==> src/rtl/bram_pkg.sv <==
// Shared definitions for the BRAM loader: byte width constant and the
// loader state encoding.
//
// Contents:
//   ByteW   - width of one incoming byte (8)
//   state_e - loader FSM state type (StIdle, StCollect, StWrite, StDone)
package bram_pkg;

  localparam int unsigned ByteW = 8;

  typedef enum logic [1:0] {
    StIdle    = 2'd0,
    StCollect = 2'd1,
    StWrite   = 2'd2,
    StDone    = 2'd3
  } state_e;

endpackage

==> src/rtl/bram_loader.sv <==
// Byte-stream to BRAM loader. After a start pulse, collects bytes from a
// valid/ready stream, packs them little-endian into dataWidth_p-bit words
// and writes wordCount_p words to consecutive addresses starting at 0.
//
// Parameters:
//   memSize_p   - write-address width in bits
//   dataWidth_p - memory word width, multiple of 8 from 8 to 64
//   wordCount_p - words per load, 1 .. 2**memSize_p
//
// Ports:
//   clk_i        - clock, rising edge
//   rst_i        - asynchronous active-high reset
//   start_i      - single-cycle pulse that begins a load (IDLE/DONE only)
//   byte_i       - incoming byte
//   byte_valid_i - byte_i valid this cycle
//   byte_ready_o - loader accepts a byte this cycle (COLLECT only)
//   we_o         - one-cycle memory write strobe
//   waddr_o      - memory write address
//   wdata_o      - memory write data
//   busy_o       - load in progress
//   done_o       - last load completed; held until next start or reset
//   checksum_o   - modulo-256 sum of bytes accepted since the last start
//
// Build option:
//   BRAM_LOADER_CHECKSUM_EN - when defined, checksum_o carries the running
//   byte sum; otherwise checksum_o is tied to zero and no checksum logic
//   exists.
module bram_loader
  import bram_pkg::*;
#(
  parameter int unsigned memSize_p   = 8,
  parameter int unsigned dataWidth_p = 16,
  parameter int unsigned wordCount_p = 2 ** memSize_p
) (
  input  logic                   clk_i,
  input  logic                   rst_i,
  input  logic                   start_i,
  input  logic [7:0]             byte_i,
  input  logic                   byte_valid_i,
  output logic                   byte_ready_o,
  output logic                   we_o,
  output logic [memSize_p-1:0]   waddr_o,
  output logic [dataWidth_p-1:0] wdata_o,
  output logic                   busy_o,
  output logic                   done_o,
  output logic [7:0]             checksum_o
);

  localparam int unsigned NumBytes = dataWidth_p / ByteW;
  localparam int unsigned IdxW     = (NumBytes > 1) ? $clog2(NumBytes) : 1;

  localparam logic [IdxW-1:0]      LastIdx  = IdxW'(NumBytes - 1);
  localparam logic [memSize_p-1:0] LastAddr = memSize_p'(wordCount_p - 1);

  state_e                 state_q, state_d;
  logic [memSize_p-1:0]   addr_q;
  logic [IdxW-1:0]        byte_idx_q;
  logic [dataWidth_p-1:0] word_q;

  logic xfer;
  logic start_ok;
  logic last_byte;

  // start_i only has effect from IDLE or DONE; it is ignored mid-load.
  assign start_ok  = start_i && ((state_q == StIdle) || (state_q == StDone));
  assign xfer      = byte_ready_o && byte_valid_i;
  assign last_byte = (byte_idx_q == LastIdx);

  // ---------------------------------------------------------------------
  // FSM: state register
  // ---------------------------------------------------------------------
  always_ff @(posedge clk_i or posedge rst_i) begin
    if (rst_i) begin
      state_q <= StIdle;
    end else begin
      state_q <= state_d;
    end
  end

  // ---------------------------------------------------------------------
  // FSM: next state
  // ---------------------------------------------------------------------
  always_comb begin
    state_d = state_q;
    unique case (state_q)
      StIdle, StDone: begin
        if (start_i) begin
          state_d = StCollect;
        end
      end
      StCollect: begin
        if (xfer && last_byte) begin
          state_d = StWrite;
        end
      end
      StWrite: begin
        // Termination on the last word keeps the address from wrapping.
        state_d = (addr_q == LastAddr) ? StDone : StCollect;
      end
      default: state_d = StIdle;
    endcase
  end

  // ---------------------------------------------------------------------
  // FSM: outputs (Moore, decoded from the registered state)
  // ---------------------------------------------------------------------
  always_comb begin
    byte_ready_o = 1'b0;
    we_o         = 1'b0;
    busy_o       = 1'b0;
    done_o       = 1'b0;
    unique case (state_q)
      StIdle:    ;
      StCollect: begin
        byte_ready_o = 1'b1;
        busy_o       = 1'b1;
      end
      StWrite: begin
        we_o   = 1'b1;
        busy_o = 1'b1;
      end
      StDone:    done_o = 1'b1;
      default:   ;
    endcase
  end

  // ---------------------------------------------------------------------
  // Datapath: word address, byte index and inline little-endian packer.
  // Reset clears the partially assembled word so nothing stale survives.
  // ---------------------------------------------------------------------
  always_ff @(posedge clk_i or posedge rst_i) begin
    if (rst_i) begin
      addr_q     <= '0;
      byte_idx_q <= '0;
      word_q     <= '0;
    end else if (start_ok) begin
      addr_q     <= '0;
      byte_idx_q <= '0;
      word_q     <= '0;
    end else begin
      if (xfer) begin
        for (int unsigned k = 0; k < NumBytes; k++) begin
          if (byte_idx_q == IdxW'(k)) begin
            word_q[k*ByteW +: ByteW] <= byte_i;
          end
        end
        byte_idx_q <= last_byte ? '0 : byte_idx_q + 1'b1;
      end
      if ((state_q == StWrite) && (addr_q != LastAddr)) begin
        addr_q <= addr_q + 1'b1;
      end
    end
  end

  // Address and data are registered and do not change during WRITE.
  assign waddr_o = addr_q;
  assign wdata_o = word_q;

`ifdef BRAM_LOADER_CHECKSUM_EN
  logic [7:0] checksum_q;

  always_ff @(posedge clk_i or posedge rst_i) begin
    if (rst_i) begin
      checksum_q <= '0;
    end else if (start_ok) begin
      checksum_q <= '0;
    end else if (xfer) begin
      checksum_q <= checksum_q + byte_i;
    end
  end

  assign checksum_o = checksum_q;
`else
  assign checksum_o = '0;
`endif

endmodule

==> config.mk <==
export PLATFORM = sky130hd
export DESIGN_NAME = bram_loader
export DESIGN_NICKNAME = d
export VERILOG_FILES = /design/src/rtl/bram_pkg.sv /design/src/rtl/bram_loader.sv
export SDC_FILE = /design/constraint.sdc
export NUM_CORES = 1
export LEC_CHECK = 0
export BUFFER_PORTS_ARGS = -buffer_cell sky130_fd_sc_hd__buf_4
export CAP_MARGIN = 10
export CORE_ASPECT_RATIO = 0.9
export CORE_MARGIN = 2
export CORE_UTILIZATION = 51
export CTS_BUF_LIST = sky130_fd_sc_hd__clkbuf_8
export CTS_CLUSTER_DIAMETER = 150
export DETAILED_ROUTE_END_ITERATION = 6
export PLACE_DENSITY = 0.81
export SETUP_SLACK_MARGIN = 0.05
export SYNTH_ARGS = -nofsm -noshare
export SYNTH_HDL_FRONTEND = slang
export SYNTH_SLANG_ARGS = --single-unit
export TNS_END_PERCENT = 100
==> constraint.sdc <==
create_clock -name clk_i -period 1.8 [get_ports clk_i]
set_input_delay 0.18 -clock clk_i [delete_from_list [all_inputs] [get_ports clk_i]]
set_output_delay 0.18 -clock clk_i [all_outputs]
set_load 0.01 [all_outputs]
==> flow_summary.yaml, run 1 <==
timing:
  rsz0062_at_grt: "no"
  maxSlewViolCount: 0
  period_minus_slack_ps: 1620
  max_freq_ghz: 0.618
  hold_viol: 0
  setup_viol: 0
  final.setup.tns_ps: 0
  fin_crit_sh_pct: 89.9
  hold_slack_ps: 156
  fin_worst_skew_ps: 1.08
  worst_slack_ps: 181
route:
  drt_iter0_markers: 54
  drt-met1-wl_um: 1250
  dr_wl_met2_um: 1470
  routed-via-count: 1172
  wire_per_inst_um: 13.7
  via_per_inst: 5.55
  wl_met3_um: 148
  first_pass_iters: 6
  highest_layer: "met4"
  wirelength_um: 2880
  drc_errors: 3
  ant_nets: 0
run_status:
  status: "complete, but fails checks"
  violations: "DRC"
power:
  p_comb_share_pct: 48.2
  p_leak_nw: 0.891
  total_power_mw: 2.52
  peakVddDrop_v: 0.000696
  seq_power_share_pct: 38.7
  p_sw_uw: 962
  p_per_area_mw_per_mm2: 1450
  sw_frac_of_total_pct: 38.2
  power_frac_clock_pct: 13.2
  intPower_mw: 1.55
clocking:
  cts_max_level: 1
  post-cts-setup-buffer-count: 0
  cts_buffers: 3
  cts_max_path_buffers: 2
  cts_tree: "yes"
  clk_latency_ps: 270
  cts_root_buffer: "clkbuf_8"
  clk_pin_slew_worst_paths_ps: 90
  cts_sinks: 27
global_routing:
  grt_start_max_net_pins: 28
  grt_pass1_vias: 1028
  grt_antenna_before_repair: 0
  grt_use_total_pct: 20.1
  grt.overflow.total: 0
  grt_pass1_wl_um: 4700
worst_setup_path:
  critical_path_buf_inv_count: 1
  slowest_stage: "or4_1"
  critPathMaxStageDelay_ps: 480
  path_delay_family: "simple AND/OR/NAND/NOR gates"
  required_ps: 1990
  startpoint_type: "flop"
  path_max_fanout: 6
  cp_cell_sequence: "inv_1, ha_2, and2_4, or4_1, o21ai_0"
  worstSetupPathType: "reg2reg"
  crit_path_end_kind: "flop"
  arrival_ps: 1810
flow_run:
  maxCapViolations: 0
place:
  dpl-instance-area_mm2: 0.00167
  post-dp-hpwl_um: 2200
  routabilityCongestion: 0.847
  dpl_worst_slack_ps: 140
  io_buffers: 39
  placed_cells: 206
floorplan:
  die-area_mm2: 0.00314
  num_io_pins: 48
  rows: 17
  core_mm2: 0.00251
  die_h_um: 53.4
  chipWidth_um: 58.8
  start_util_pct: 55.0
synthesis:
  ys_types: 35
  synth_seq_cells: 27
  synth_top_area_share_pct: 49.0
  synthCells: 143
  yosysTopAreaCell: "dfrtp_1"
  synth_flop_cell: "dfrtp_1"
  synth.area.top_cells: "dfrtp_1, mux2i_1, nand2_1"
  avgSynthCellArea_um2: 9.65
  yosysWarnings: 0
  ys_seq_area_share_pct: 49.0
  syn-cell-area_mm2: 0.00138
  ys_async_sr_fraction_pct: 100
  synth_edf_count: 0
layout:
  drive_above_1_share_pct: 27.9
  final_area_mm2: 0.00173
  area_growth_pct: 25.6
  diodes: 0
  utilization_pct: 69.0
  nFillCells: 189
  nets: 200
  fin_cells: 211
worst_hold_path:
  hold_path.class: "in2reg"
[synthesized netlist by cell type (2+ instances only)]
cell type and number:
nand2b_1 2, clkbuf_1 2, nor2_1 8, nand4_1 3, a31oi_1 2, nand3_1 4
nand2_1 27, dfrtp_1 27, buf_4 8, o21ai_0 5, inv_1 5, and3_1 2
a21oi_1 10, buf_2 4, ha_1 4, mux2i_1 11
[per-layer routing]
layer | global-route usage [%] | vias up
met1 | 25.2 | 568
met4 | 5.68 | 0
met5 | 0 | -
met2 | 34.3 | 42
li1 | - | 560
met3 | 4.89 | 2
[layout by cell type (no fill, tap or decap), drive strengths merged, types with 2 or more instances in the layout]
master   n
buf     42
nand2   27
dfrtp   27
mux2i   11
a21oi   10
nor2     8
conb     8
o21ai    5
inv      5
nand3    5
ha       4
nand4    3
clkbuf   3
and3     2
nand2b   2
a31oi    2
[logic make-up (layout without fill, tap and decap cells)]
group	count (synthesis)	after routing	share of synthesized area, %
fa+ha+maj	4	4	3.63
compound gates	24	24	11.1
other cells	1	8	0.272
buf+inv	19	52	7.71
flops	27	27	49.0
mux	11	11	7.98
simple gates	57	57	20.4
[repair_timing]
| action | CTS | global route |
|---|---|---|
| setup endpoints to repair | 0 | 2 |
| hold buffers | 1 | 0 |
| resized for setup | 0 | 2 |
| endpoints found under the hold margin | 27 | 0 |
[worst reg2reg max path, delay by kind of cell (launching register included)]
kind            cells  cell delay (ps)
simple gates        2              650
flops               1              420
fa+ha+maj           1              310
compound gates      1               80
buf+inv             1               70
[path summary, 6_finish.rpt]
path	startpoint	end	slack (ps)	cells past startpoint
min in group asynchronous	rst_i	wdata_o[1]	510	4
min reg2reg	wdata_o[13]	wdata_o[13]	530	2
min	byte_i[3]	wdata_o[11]	160	3
max reg2reg	state_q[0]	waddr_o[5]	180	5
max in group asynchronous	rst_i	waddr_o[6]	1040	4
max	state_q[0]	waddr_o[5]	180	5
[cell type report]
type | instances | area (µm²) | share of cell area (%)
clock inverter | 1 | 5.00 | 0.289
multi-input combinational | 104 | 632 | 36.5
tap | 28 | 35.0 | 2.02
clock buffer | 3 | 41.3 | 2.38
inverter | 5 | 18.8 | 1.08
sequential | 27 | 676 | 39.0
timing repair buffer | 43 | 325 | 18.8
[sequential cells by signal, indices dropped and copies added, names as in the netlist]
name	cells
state_q	2
wdata_o	16
waddr_o	8
byte_idx_q	1
[power by group through the flow]
| stage | combinational, mW | sequential [mW] | clock, mW |
|---|---|---|---|
| after floorplan | 0.627 | 1.04 | 0 |
| after global placement | 1.16 | 0.964 | 0 |
| after detailed placement | 1.21 | 0.985 | 0 |
| after CTS | 1.21 | 0.972 | 0.341 |
| after global routing | 1.35 | 0.998 | 0.376 |
| final | 1.21 | 0.973 | 0.332 |
Note: power is estimated with default switching activity, not from simulation.
==> run 2: changes to the inputs <==
--- a/config.mk
+++ b/config.mk
@@ -10,3 +10,3 @@
 export CORE_ASPECT_RATIO = 0.9
-export CORE_MARGIN = 2
+export CORE_MARGIN = 4
 export CORE_UTILIZATION = 51
@@ -16,2 +16,3 @@
 export PLACE_DENSITY = 0.81
+export REMOVE_ABC_BUFFERS = 1
 export SETUP_SLACK_MARGIN = 0.05
==> constraint.sdc (replaced) <==
create_clock -name clk_i -period 1.8 [get_ports clk_i]
set_input_delay 0.27 -clock clk_i [delete_from_list [all_inputs] [get_ports clk_i]]
set_output_delay 0.27 -clock clk_i [all_outputs]
set_load 0.01 [all_outputs]
==> run 2 against run 1 <==
- the run now ends clean
- clock power up 8.1%
- sequential power down 0.6%
- final cell count up 0.47%
- count of clock-buffer cells in the layout unchanged
- flip-flop and latch count unchanged
- final area up 0.14%
- critical path depth unchanged
- power up 1.5%
- critical path type unchanged
- largest power group unchanged
==> flow_summary.yaml, run 2 (synthesized netlist as in run 1, its figures left out) <==
timing:
  rsz0062_at_grt: "no"
  max_freq_ghz: 0.615
  fin_worst_skew_ps: 1.62
  final.setup.tns_ps: 0
  setup_viol: 0
  period_minus_slack_ps: 1630
  maxSlewViolCount: 0
  hold_viol: 0
  fin_crit_sh_pct: 90.3
route:
  ant_nets: 0
  routed-via-count: 1203
  wire_per_inst_um: 15.1
  first_pass_iters: 5
  via_per_inst: 5.67
  drt_iter0_markers: 54
  drc_errors: 0
  wirelength_um: 3190
floorplan:
  rows: 17
  start_util_pct: 55.0
  core_mm2: 0.00251
  num_io_pins: 48
  die_h_um: 57.4
  die-area_mm2: 0.00360
  chipWidth_um: 62.8
clocking:
  clk_latency_ps: 280
  cts_buffers: 3
  cts_tree: "yes"
  cts_max_level: 1
  cts_sinks: 27
  cts_max_path_buffers: 2
  cts_hold_buf: 0
  post-cts-setup-buffer-count: 0
  cts_root_buffer: "clkbuf_8"
  clk_pin_slew_worst_paths_ps: 90
place:
  routabilityCongestion: 0.882
  dpl-instance-area_mm2: 0.00168
  io_buffers: 39
  post-dp-hpwl_um: 2330
layout:
  layout_commonest_cell: "buf_4"
  final_area_mm2: 0.00174
  drive_above_1_share_pct: 28.3
  layout_common_cells: "buf_4, nand2_1, dfrtp_1, mux2i_1, a21oi_1"
  nets: 201
  largest_reg_flops: 16
  area_growth_pct: 25.7
  diodes: 0
  nFillCells: 197
worst_setup_path:
  reg2reg_to: "waddr_o[5]"
  arrival_ps: 1830
  crit-reg2reg-launch: "state_q[0]"
  startpoint_type: "flop"
  path_max_fanout: 6
  crit_path_end_kind: "flop"
  required_ps: 2000
  rr_worst_depth: 5
  r2r_setup_slack_ps: 170
  worstSetupPathType: "reg2reg"
power:
  p_leak_nw: 0.892
  p_per_area_mw_per_mm2: 1470
  peakVddDrop_v: 0.000831
global_routing:
  grt_antenna_before_repair: 0
  grt_use_total_pct: 18.4
  grt_pass1_vias: 1127
  grt_pass1_wl_um: 5160
  grt_start_max_net_pins: 28
  grt.overflow.total: 0
run_status:
  status: "finished, final reports clean"
worst_hold_path:
  hold_path.class: "in2async"
flow_run:
  maxCapViolations: 0
-- run 2: cell types whose count changed in the layout (fill, tap and decap cells not counted) --
cell,change
dlygate4sd3_1,-1
nand3_2,-1
buf_4,+2
nand3_1,+1
clkinvlp_4,+1
clkinv_2,-1
-- run 2: worst max-delay path by stage --
stage	slack, ps	from	endpoint	depth (start not counted)
floorplan	180	state_q[0]	waddr_o[5]	5
global placement	220	state_q[0]	waddr_o[5]	5
detailed placement	130	state_q[0]	waddr_o[5]	5
CTS	110	state_q[0]	waddr_o[5]	5
global route	60	state_q[1]	wdata_o[12]	5
finish	170	state_q[0]	waddr_o[5]	5
-- run 2: repair_timing --
action	4_1_cts	5_1_grt
endpoints found under the hold margin	0	0
gates resized for setup	0	1
endpoints found under the setup margin	0	1
-- run 2: worst max-delay path: stages, from the launching register on --
cell	delay, ps
dfrtp_1	420
inv_1	70
ha_2	300
and2_4	170
or4_1	490
o21ai_0	90
-- run 2: stage by stage --
step           power [mW]  util (%)  hold slack (ps)  worst slack, ps  cells
2_1_floorplan        1.63         -              323              179    136
3_3_place_gp         2.15      67.1              354              223    208
3_5_place_dp         2.21      67.1              355              128    208
4_1_cts              2.57      69.0             44.3              112    212
5_1_grt              2.74      69.1             73.5             57.3    212
6_report             2.55      69.1             40.6              175    212
-- run 2: area by class of cell --
class | count | area [µm²] | area share (%)
Clock buffer | 3 | 41.3 | 2.38
Clock inverter | 1 | 7.51 | 0.433
Inverter | 5 | 18.8 | 1.08
Multi-Input combinational cell | 104 | 627 | 36.1
Sequential cell | 27 | 676 | 38.9
Tap cell | 28 | 35.0 | 2.02
Timing Repair Buffer | 44 | 330 | 19.0
-- run 2: metal layers --
metal,routed length (µm),vias up,GRT usage [%]
li1,-,564,-
met2,1610,50,32.1
met3,210,9,3.94
met4,75,0,9.75
met5,0,-,0
met1,1300,580,21.5
-- run 2: power breakdown --
part           total, mW  internal, mW  switching (mW)  leakage (nW)
clock              0.359         0.158           0.201        0.0217
combinational       1.23         0.587           0.642         0.514
sequential         0.967         0.818           0.149         0.356
total               2.55          1.56           0.992         0.892
